--- src/rtl/eth_mac_tx_framer_if.sv ---
// Raw Ethernet frame byte stream from the ARP/UDP transmit mux into the framer.
interface eth_mac_tx_framer_if;
    logic       mac_tx_valid;
    logic [7:0] mac_tx_data;

    modport master (output mac_tx_valid, output mac_tx_data);
    modport slave  (input  mac_tx_valid, input  mac_tx_data);
endinterface

--- src/rtl/eth_mac_tx_framer.sv ---
// GMII transmit framer: preamble/SFD, zero padding to MIN_FRAME, CRC-32 FCS and
// inter-packet gap around a raw frame byte stream.
module eth_mac_tx_framer #(
    parameter logic [15:0] MIN_FRAME  = 16'd60,
    parameter logic [7:0]  IPG_CYCLES = 8'd12
) (
    input  logic                      clk,
    input  logic                      rst_n,
    eth_mac_tx_framer_if.slave        mac,
    output logic                      gmii_tx_en,
    output logic [7:0]                gmii_txd,
    output logic                      tx_busy,
    output logic                      frame_done,
    output logic                      frame_drop
);
    localparam int unsigned DL_DEPTH = 8;
    localparam int unsigned DL_HEAD  = DL_DEPTH - 1;
    localparam logic [31:0] CRC_POLY = 32'hEDB88320;
    localparam logic [31:0] CRC_INIT = 32'hFFFFFFFF;
    localparam logic [15:0] PRE_LAST = 16'd6;
    localparam logic [15:0] CNT_MAX  = 16'hFFFF;

    typedef enum logic [2:0] {
        S_IDLE,
        S_PREAMBLE,
        S_DATA,
        S_PAD,
        S_FCS,
        S_IPG
    } state_t;

    typedef struct packed {
        logic       vld;
        logic [7:0] data;
    } dl_entry_t;

    state_t      state_q, state_d;
    dl_entry_t   dl_q [DL_DEPTH];
    dl_entry_t   dl_d [DL_DEPTH];
    logic [31:0] crc_q, crc_d;
    logic [15:0] cnt_q, cnt_d;
    logic [7:0]  ipg_q, ipg_d;
    logic [1:0]  fcs_idx_q, fcs_idx_d;
    logic        valid_prev_q, valid_prev_d;
    logic        accept_q, accept_d;
    logic        ignore_q, ignore_d;
    logic        done_pend_q, done_pend_d;
    logic        tx_en_q, tx_en_d;
    logic [7:0]  txd_q, txd_d;
    logic        busy_q, busy_d;
    logic        done_q, done_d;
    logic        drop_q, drop_d;
    logic        start_c;
    logic        rise_c;
    logic        pad_step_c;

    // Reflected CRC-32 update over one byte, LSB first.
    function automatic logic [31:0] crc_byte(input logic [31:0] crc, input logic [7:0] b);
        logic [31:0] c;
        c = crc ^ {24'h000000, b};
        for (int i = 0; i < 8; i++) begin
            c = c[0] ? ((c >> 1) ^ CRC_POLY) : (c >> 1);
        end
        return c;
    endfunction

    function automatic logic [7:0] fcs_byte(input logic [31:0] crc, input logic [1:0] idx);
        logic [31:0] f;
        f = ~crc;
        return f[{idx, 3'b000} +: 8];
    endfunction

    always_comb begin
        state_d      = state_q;
        crc_d        = crc_q;
        cnt_d        = cnt_q;
        ipg_d        = ipg_q;
        fcs_idx_d    = fcs_idx_q;
        valid_prev_d = mac.mac_tx_valid;
        done_pend_d  = 1'b0;
        tx_en_d      = 1'b0;
        txd_d        = 8'h00;
        busy_d       = (state_q != S_IDLE);
        done_d       = done_pend_q;
        drop_d       = 1'b0;
        pad_step_c   = 1'b0;

        rise_c   = mac.mac_tx_valid && !valid_prev_q;
        start_c  = (state_q == S_IDLE) && mac.mac_tx_valid && !ignore_q;
        accept_d = start_c || (accept_q && mac.mac_tx_valid);
        ignore_d = ignore_q && mac.mac_tx_valid;

        // A frame arriving while busy is swallowed whole until its valid falls.
        if (rise_c && (state_q != S_IDLE)) begin
            drop_d   = 1'b1;
            ignore_d = 1'b1;
        end

        dl_d[0].vld  = mac.mac_tx_valid && (start_c || accept_q);
        dl_d[0].data = mac.mac_tx_data;
        for (int i = 1; i < DL_DEPTH; i++) begin
            dl_d[i] = dl_q[i-1];
        end

        case (state_q)
            S_IDLE: begin
                if (start_c) begin
                    state_d   = S_PREAMBLE;
                    tx_en_d   = 1'b1;
                    txd_d     = 8'h55;
                    crc_d     = CRC_INIT;
                    cnt_d     = 16'd0;
                    fcs_idx_d = 2'd0;
                end
            end
            S_PREAMBLE: begin
                tx_en_d = 1'b1;
                cnt_d   = cnt_q + 16'd1;
                if (cnt_q == PRE_LAST) begin
                    txd_d   = 8'hD5;
                    cnt_d   = 16'd0;
                    state_d = S_DATA;
                end else begin
                    txd_d = 8'h55;
                end
            end
            S_DATA: begin
                tx_en_d = 1'b1;
                if (dl_q[DL_HEAD].vld) begin
                    txd_d = dl_q[DL_HEAD].data;
                    crc_d = crc_byte(crc_q, dl_q[DL_HEAD].data);
                    cnt_d = (cnt_q == CNT_MAX) ? cnt_q : cnt_q + 16'd1;
                end else begin
                    pad_step_c = 1'b1;
                end
            end
            S_PAD: begin
                tx_en_d    = 1'b1;
                pad_step_c = 1'b1;
            end
            S_FCS: begin
                tx_en_d   = 1'b1;
                txd_d     = fcs_byte(crc_q, fcs_idx_q);
                fcs_idx_d = fcs_idx_q + 2'd1;
                if (fcs_idx_q == 2'd3) begin
                    ipg_d = 8'd0;
                    if (IPG_CYCLES == 8'd0) begin
                        state_d     = S_IDLE;
                        done_pend_d = 1'b1;
                    end else begin
                        state_d = S_IPG;
                    end
                end
            end
            S_IPG: begin
                ipg_d = ipg_q + 8'd1;
                if (ipg_q == IPG_CYCLES - 8'd1) begin
                    done_d  = 1'b1;
                    state_d = S_IDLE;
                end
            end
            default: state_d = S_IDLE;
        endcase

        // End of data or inside padding: emit a pad byte, or the first FCS byte with no bubble.
        if (pad_step_c) begin
            if (cnt_q < MIN_FRAME) begin
                txd_d     = 8'h00;
                crc_d     = crc_byte(crc_q, 8'h00);
                cnt_d     = cnt_q + 16'd1;
                fcs_idx_d = 2'd0;
                state_d   = ((cnt_q + 16'd1) >= MIN_FRAME) ? S_FCS : S_PAD;
            end else begin
                txd_d     = fcs_byte(crc_q, 2'd0);
                fcs_idx_d = 2'd1;
                state_d   = S_FCS;
            end
        end
    end

    always_ff @(posedge clk or negedge rst_n) begin
        if (!rst_n) begin
            state_q      <= S_IDLE;
            dl_q         <= '{default: '0};
            crc_q        <= CRC_INIT;
            cnt_q        <= 16'd0;
            ipg_q        <= 8'd0;
            fcs_idx_q    <= 2'd0;
            valid_prev_q <= 1'b0;
            accept_q     <= 1'b0;
            ignore_q     <= 1'b0;
            done_pend_q  <= 1'b0;
            tx_en_q      <= 1'b0;
            txd_q        <= 8'h00;
            busy_q       <= 1'b0;
            done_q       <= 1'b0;
            drop_q       <= 1'b0;
        end else begin
            state_q      <= state_d;
            dl_q         <= dl_d;
            crc_q        <= crc_d;
            cnt_q        <= cnt_d;
            ipg_q        <= ipg_d;
            fcs_idx_q    <= fcs_idx_d;
            valid_prev_q <= valid_prev_d;
            accept_q     <= accept_d;
            ignore_q     <= ignore_d;
            done_pend_q  <= done_pend_d;
            tx_en_q      <= tx_en_d;
            txd_q        <= txd_d;
            busy_q       <= busy_d;
            done_q       <= done_d;
            drop_q       <= drop_d;
        end
    end

    assign gmii_tx_en = tx_en_q;
    assign gmii_txd   = txd_q;
    assign tx_busy    = busy_q;
    assign frame_done = done_q;
    assign frame_drop = drop_q;
endmodule

--- src/flat_wrapper.sv ---
// flat-port wrapper written by rule: the top's interface ports become plain ports
module eth_mac_tx_framer_flat 
#(
    parameter logic [15:0] MIN_FRAME  = 16'd60,
    parameter logic [7:0]  IPG_CYCLES = 8'd12
)
  (clk, rst_n, gmii_tx_en, gmii_txd, tx_busy, frame_done, frame_drop, mac_mac_tx_valid, mac_mac_tx_data);
  eth_mac_tx_framer_if mac_i ();
  input  logic clk;
  input  logic rst_n;
  output logic gmii_tx_en;
  output logic [7:0] gmii_txd;
  output logic tx_busy;
  output logic frame_done;
  output logic frame_drop;
  input wire logic [$bits(mac_i.mac_tx_valid)-1:0] mac_mac_tx_valid;
  input wire logic [$bits(mac_i.mac_tx_data)-1:0] mac_mac_tx_data;
  assign mac_i.mac_tx_valid = mac_mac_tx_valid;
  assign mac_i.mac_tx_data = mac_mac_tx_data;
  eth_mac_tx_framer #(.MIN_FRAME(MIN_FRAME), .IPG_CYCLES(IPG_CYCLES)) u_core (.clk(clk), .rst_n(rst_n), .mac(mac_i), .gmii_tx_en(gmii_tx_en), .gmii_txd(gmii_txd), .tx_busy(tx_busy), .frame_done(frame_done), .frame_drop(frame_drop));
endmodule
--- config.mk ---
export PLATFORM = sky130hd
export DESIGN_NAME = eth_mac_tx_framer_flat
export DESIGN_NICKNAME = d
export VERILOG_FILES = /design/src/rtl/eth_mac_tx_framer_if.sv /design/src/rtl/eth_mac_tx_framer.sv /design/src/flat_wrapper.sv
export SDC_FILE = /design/constraint.sdc
export NUM_CORES = 1
export LEC_CHECK = 0
export BUFFER_PORTS_ARGS = -buffer_cell sky130_fd_sc_hd__buf_2
export CORE_MARGIN = 5
export CORE_UTILIZATION = 38
export DETAILED_ROUTE_END_ITERATION = 7
export GPL_TIMING_DRIVEN = 0
export MAX_ROUTING_LAYER = met4
export PLACE_DENSITY = 0.61
export RECOVER_POWER = 100
export SLEW_MARGIN = 20
export SYNTH_ARGS = -nofsm -noshare
export SYNTH_HDL_FRONTEND = slang
export SYNTH_SLANG_ARGS = --single-unit
--- constraint.sdc ---
create_clock -name clk -period 2.08 [get_ports clk]
set_input_delay 0 -clock clk [delete_from_list [all_inputs] [get_ports clk]]
set_output_delay 0 -clock clk [all_outputs]
set_load 0.01 [all_outputs]
==> results of run 1 <==
## power by group through the flow
stage | Clock, mW | Sequential, mW | Combinational [mW]
4_1_cts | 3.26 | 4.38 | 10.0
5_1_grt | 3.39 | 4.50 | 12.7
6_report | 3.18 | 4.45 | 12.1
3_3_place_gp | 0 | 4.33 | 8.72
3_5_place_dp | 0 | 4.36 | 8.82
2_1_floorplan | 0 | 4.24 | 7.00
## flip-flops by register name, summed over array words and instances, names as in the netlist, 2 cells and up
signal            cells
u_core.dl_d          63
u_core.crc_q         32
u_core.cnt_q         16
u_core.dl_q           9
u_core.gmii_txd       8
u_core.ipg_q          8
u_core.state_q        3
u_core.fcs_idx_q      2
## synthesized netlist by cell type (11+ instances only)
master and count:
dfstp_2 32, xnor2_1 92, dfrtp_1 116, xor2_1 30
o221ai_1 11, clkbuf_1 19, nand3_1 14, nor2_1 23
inv_1 11, nand2_1 65, o21ai_0 36, or3_1 12
a21oi_1 28
## worst paths after layout
check                                    to          startpoint  slack (ns)  cells after the start
max                        u_core.crc_q[20]     u_core.crc_q[3]       -0.19                      7
min                         u_core.dl_d[58]  mac_mac_tx_data[4]        0.22                      2
max reg2reg                u_core.crc_q[20]     u_core.crc_q[3]       -0.19                      7
min reg2reg                 u_core.dl_d[10]     u_core.dl_d[19]        0.34                      0
max in group asynchronous   u_core.dl_d[21]               rst_n        0.29                      3
min in group asynchronous   u_core.ipg_q[5]               rst_n        0.35                      2
## timing repair
action,CTS,global route
hold buffers,10,0
resized for setup,63,86
endpoints found under the hold margin,143,0
setup buffers,30,40
endpoints found under the setup margin,49,58
pin swaps,24,36
gates cloned,1,3
## through the flow
step,worst slack (ns),instances,hold WS (ns)
floorplan,-0.06762,643,-0.2956
global placement,-0.9637,899,0.1099
detailed placement,-0.7430,900,-0.07455
CTS,-0.1545,969,0.07206
global route,-0.2292,1011,0.2172
finish,-0.1858,1011,0.2173
## kinds of logic (layout without fill, tap and decap cells)
kind of cell             Yosys count  in the layout  share of synthesized area, %
AND/OR/NAND/NOR                  174            176                         11.82
adder cells (fa/ha/maj)            4              4                        0.6865
AO/OA/AOI/OAI                    128            128                         11.70
XOR/XNOR                         135            135                         18.52
buffers and inverters             43            175                         2.986
flip-flops                       148            148                         51.35
multiplexers                      11             11                         2.935
## metal layers
metal	routed length [µm]	global-route usage, %	up-vias
li1	-	-	2510
met1	7979	22.32	2855
met2	9838	28.05	249
met3	1367	3.717	65
met4	776	7.667	0
met5	0	-	-
## layout make-up
type	instances	area share (%)
clock buffer	17	4.408
tap	234	3.034
sequential	148	38.91
buffer	28	2.723
inverter	11	0.4278
timing repair buffer	104	8.479
multi-input combinational	454	40.08
clock inverter	15	1.945
## worst max-delay path, delay by kind of cell (launching register included)
family,cells,cell delay (ns)
AOI/OAI and AO/OA,1,0.28
DFF,1,0.54
xor gates and xnor gates,5,1.22
buffers and inverters,1,0.12
==> results_dict.tcl, run 1 <==
set metrics [dict create \
    outcome "complete, but fails checks" \
    violations "negative setup slack" \
    crit_type "reg -> reg" \
    period_minus_slack_ns 2.266 \
    globalplace.congestion 0.9518 \
    register_area_um2 3755 \
    clockBufferDepth 2 \
    critPathMaxStageDelay_ns 0.54 \
    drc 0 \
    initial_utilization_pct 38.85 \
    yosysTopAreaCell "dfrtp_1" \
    synth-seq-cells 148 \
    drive_gt1_share_pct 32.82 \
    syn_avg_cell_area_um2 11.34 \
    fmax_mhz 441.3 \
    final_nets 779 \
    slew_headroom_pct 22.47 \
    powerDensity_nw_per_um2 2044 \
    ant_nets 0 \
    syn-num-nets 658 \
    cts-root-buf "clkbuf_16" \
    yosys_warnings 0 \
    grt_pass1_vias 5370 \
    cts_tree "done" \
    layout_common_cells "dfrtp_1 (110), xnor2_1 (75), nand2_1 (61), buf_4 (57), dfstp_2 (31)" \
    htree_levels 4 \
    clk_latency_ns 0.43 \
    switchingPower_mw 8.204 \
    synth_area_um2 7291 \
    pwr-share-seq_pct 22.6 \
    clock_skew_ns 0.01094 \
    synth_area_leaders "dfrtp_1 (40%), dfstp_2 (12%), xnor2_1 (11%)" \
    yosysUniqueCellTypes 65 \
    vias 5679 \
    crit_path_max_fanout 6 \
    min_path_type "in -> reg" \
    crit_top_cell "xnor2_4" \
    row_count 50 \
    multiInputGateArea_um2 3867 \
    synth_flop_cell "dfrtp_1" \
    fin_util_pct 51.42 \
    coreArea_um2 18770 \
    drt-vias-per-instance 5.617 \
    crit_path_end_kind "flip-flop" \
    yosysSeqAreaShare_pct 51.35 \
    synthArstFlopShare_pct 100.0 \
    hold_viol 0 \
    totalWireLength_mm 19.96 \
    finalPower_mw 19.73 \
    final_common_cell "dfrtp_1" \
    slew_violations 0 \
    hpwl_mm 11.52 \
    clk_pin_slew_ns 0.07 \
    tightestPinTransition_ns 1.163 \
    switching_share_pct 41.58 \
    synth_top_area_share_pct 39.81 \
    crit_path_start_kind "flip-flop" \
    post_dp_cell_area_um2 7791 \
    final_area_um2 9651 \
    slowest_stage "dfstp_2" \
    combPwrFrac_pct 61.3 \
    cts_buffers 17 \
    finalSetupViolations 9 \
    internal_power_mw 11.53 \
    wl_per_cell_um 19.74 \
    portBuffers 22 \
    nFillCells 1566 \
    path_cells "buf_12 -> xnor2_4 -> xnor2_2 -> xnor3_2 -> xnor2_4 -> xor2_1 -> a221oi_2" \
    grt_pass1_wl_mm 29.77 \
    p_leak_nw 4.039 \
    peakVddDrop_mv 0.8980 \
    synthToLayoutAreaGrowth_pct 32.37 \
    io_pins 23 \
    tns_ns -0.5835 \
    first_pass_iters 5 \
    drv_cap 0 \
    clkPwrFrac_pct 16.1 \
    synth_edf_count 0 \
    grt_max_degree 104 \
    antennaDiodeCount 0 \
    crit_arrival_ns 2.59 \
    clkSinkCount 148 \
    drtIter0Drc 539 \
    overflow 0 \
    antenna_found_initial 0 \
    rsz0062_at_grt "yes" \
    chipHeight_um 148.5 \
    grtUsageTotal_pct 17.80 \
    timing.final.ws_setup_ns -0.1858 \
    required_ns 2.41 \
    die_area_um2 22060 \
    min_period_over_period_pct 108.9 \
    synthCells 643 \
    die_w_um 148.5 \
]
No activity file was read; power rests on OpenSTA's default activity.
==> run 2: changes to the inputs <==
PLACE_DENSITY = 0.59   (was 0.61)
clock period = 2.45 ns   (was 2.08 ns; I/O delays follow)
==> results_dict.tcl, run 2 (synthesis results as in run 1) <==
set metrics [dict create \
    outcome "completed" \
    clkSinkCount 148 \
    final_common_cell "dfrtp_1" \
    hpwl_mm 11.60 \
    slew_headroom_pct 3.866 \
    crit_arrival_ns 2.72 \
    cts_tree "done" \
    period_minus_slack_ns 2.394 \
    required_ns 2.77 \
    row_count 50 \
    overflow 0 \
    cts_buffers 17 \
    globalplace.congestion 0.9193 \
    synthToLayoutAreaGrowth_pct 17.87 \
    path_cells "buf_6 -> xnor2_4 -> xor2_4 -> xnor3_2 -> xnor2_4 -> xor2_1 -> a221oi_2" \
    p_leak_nw 3.512 \
    drc 0 \
    final_nets 718 \
    grt_max_degree 94 \
    crit_path_max_fanout 10 \
    crit_top_cell "xnor2_4" \
    worstSetupStartpoint "u_core.crc_q[6]" \
    crit_path_end_kind "flip-flop" \
    clk_latency_ns 0.42 \
    clockBufferDepth 2 \
    vias 5142 \
    tightestPinTransition_ns 1.442 \
    drt-vias-per-instance 5.413 \
    grt_pass1_vias 5173 \
    finalPower_mw 14.24 \
    tns_ns 0 \
    rsz0062_at_grt "yes" \
    coreArea_um2 18770 \
    ant_nets 0 \
    layout_common_cells "dfrtp_1 (115), xnor2_1 (87), nand2_1 (64), o21ai_0 (36), dfstp_2 (32)" \
    largest_register_ffs 63 \
    finalSetupViolations 0 \
    io_pins 23 \
    cts-root-buf "clkbuf_16" \
    powerDensity_nw_per_um2 1657 \
    wl_per_cell_um 18.48 \
    r2r_start "u_core.crc_q[6]" \
    htree_levels 4 \
    portBuffers 22 \
    drv_cap 0 \
    dp.cells 900 \
    min-delay-start "mac_mac_tx_data[3]" \
    grt_pass1_wl_mm 28.55 \
    drive_gt1_share_pct 19.83 \
    critPathMaxStageDelay_ns 0.53 \
    crit_path_start_kind "flip-flop" \
    initial_utilization_pct 38.85 \
    antenna_found_initial 0 \
    hold_viol 0 \
    die_w_um 148.5 \
    clk_pin_slew_ns 0.07 \
    crit_type "reg -> reg" \
    instances_no_fill 950 \
    slew_violations 0 \
    die_area_um2 22060 \
    clock_skew_ns 0.01754 \
    grtUsageTotal_pct 17.05 \
    peakVddDrop_mv 0.7565 \
    antennaDiodeCount 0 \
    drtIter0Drc 330 \
    totalWireLength_mm 17.56 \
    chipHeight_um 148.5 \
    min_path_type "in -> reg" \
    fmax_mhz 417.7 \
    slowest_stage "dfstp_2" \
    min_period_over_period_pct 97.71 \
    first_pass_iters 5 \
]
==> run 2: changes by cell type in the layout (fill, tap and decap cells not counted), moves of 7 or more <==
cell / before / now
clkbuf_1: 18 / 25
o21ai_1: 7 / 0
o21ai_0: 29 / 36
buf_12: 7 / 0
buf_4: 57 / 12
xnor2_4: 17 / 7
buf_6: 12 / 5
xnor2_1: 75 / 87
==> run 2: critical path, delay by kind of cell, from the launching register on <==
family	cells	cell delay, ns
compound gates	1	0.27
xor+xnor	5	1.33
buf+inv	1	0.17
flops	1	0.53
==> run 2: stage by stage <==
| stage | hold WS (ns) | util (%) | worst slack (ns) | cell area, µm² |
|---|---|---|---|---|
| final | 0.2185 | 45.79 | 0.05614 | 8593 |
| after global routing | 0.2167 | 45.79 | -0.02277 | 8593 |
| after CTS | 0.1070 | 45.14 | -0.02475 | 8472 |
| after detailed placement | -0.03911 | 41.19 | -0.5122 | 7731 |
| after global placement | 0.1095 | 40.99 | -0.6290 | 7694 |
| after floorplan | -0.2956 | - | 0.2144 | 7291 |
==> run 2: cell type report <==
type                    count  area [µm²]
plain buffers              29       172.7
clock buffers              19       442.9
clock inverters            13       152.6
fillers                  1726       10170
inverters                  11       41.29
multi-input cells         452        3462
flip-flops and latches    148        3745
well taps                 234       292.8
repair buffers             44       284.0
==> run 2: what timing repair did <==
item                                    CTS  global route
setup buffers                             1            10
gates resized for setup                  10            25
pin swaps                                 4             6
hold buffers                             10             0
endpoints found under the setup margin   35            38
hold endpoints to repair                147             0
==> run 2: where the power goes <==
group          total (mW)  internal, mW  leakage (nW)  switching (mW)
Clock                2.59          1.55         0.286            1.05
Combinational        7.93          3.59          1.46            4.34
Sequential           3.72          3.20          1.77           0.515
==> run 2: final timing paths <==
path                                    end  slack (ns)  cells past startpoint
min in group asynchronous   u_core.ipg_q[4]        0.47                      2
max in group asynchronous    u_core.dl_q[3]        0.55                      3
hold / removal              u_core.dl_d[57]        0.22                      2
hold reg to reg             u_core.dl_d[21]        0.35                      0
setup / recovery           u_core.crc_q[20]        0.06                      7
setup reg to reg           u_core.crc_q[20]        0.06                      7
==> run 2: routing by layer <==
| layer | global-route usage [%] | routed length (µm) | up-vias |
|---|---|---|---|
| li1 | - | - | 2381 |
| met1 | 23.16 | 8057 | 2575 |
| met2 | 25.71 | 8273 | 153 |
| met3 | 3.169 | 879 | 33 |
| met4 | 6.097 | 348 | 0 |
| met5 | - | 0 | - |
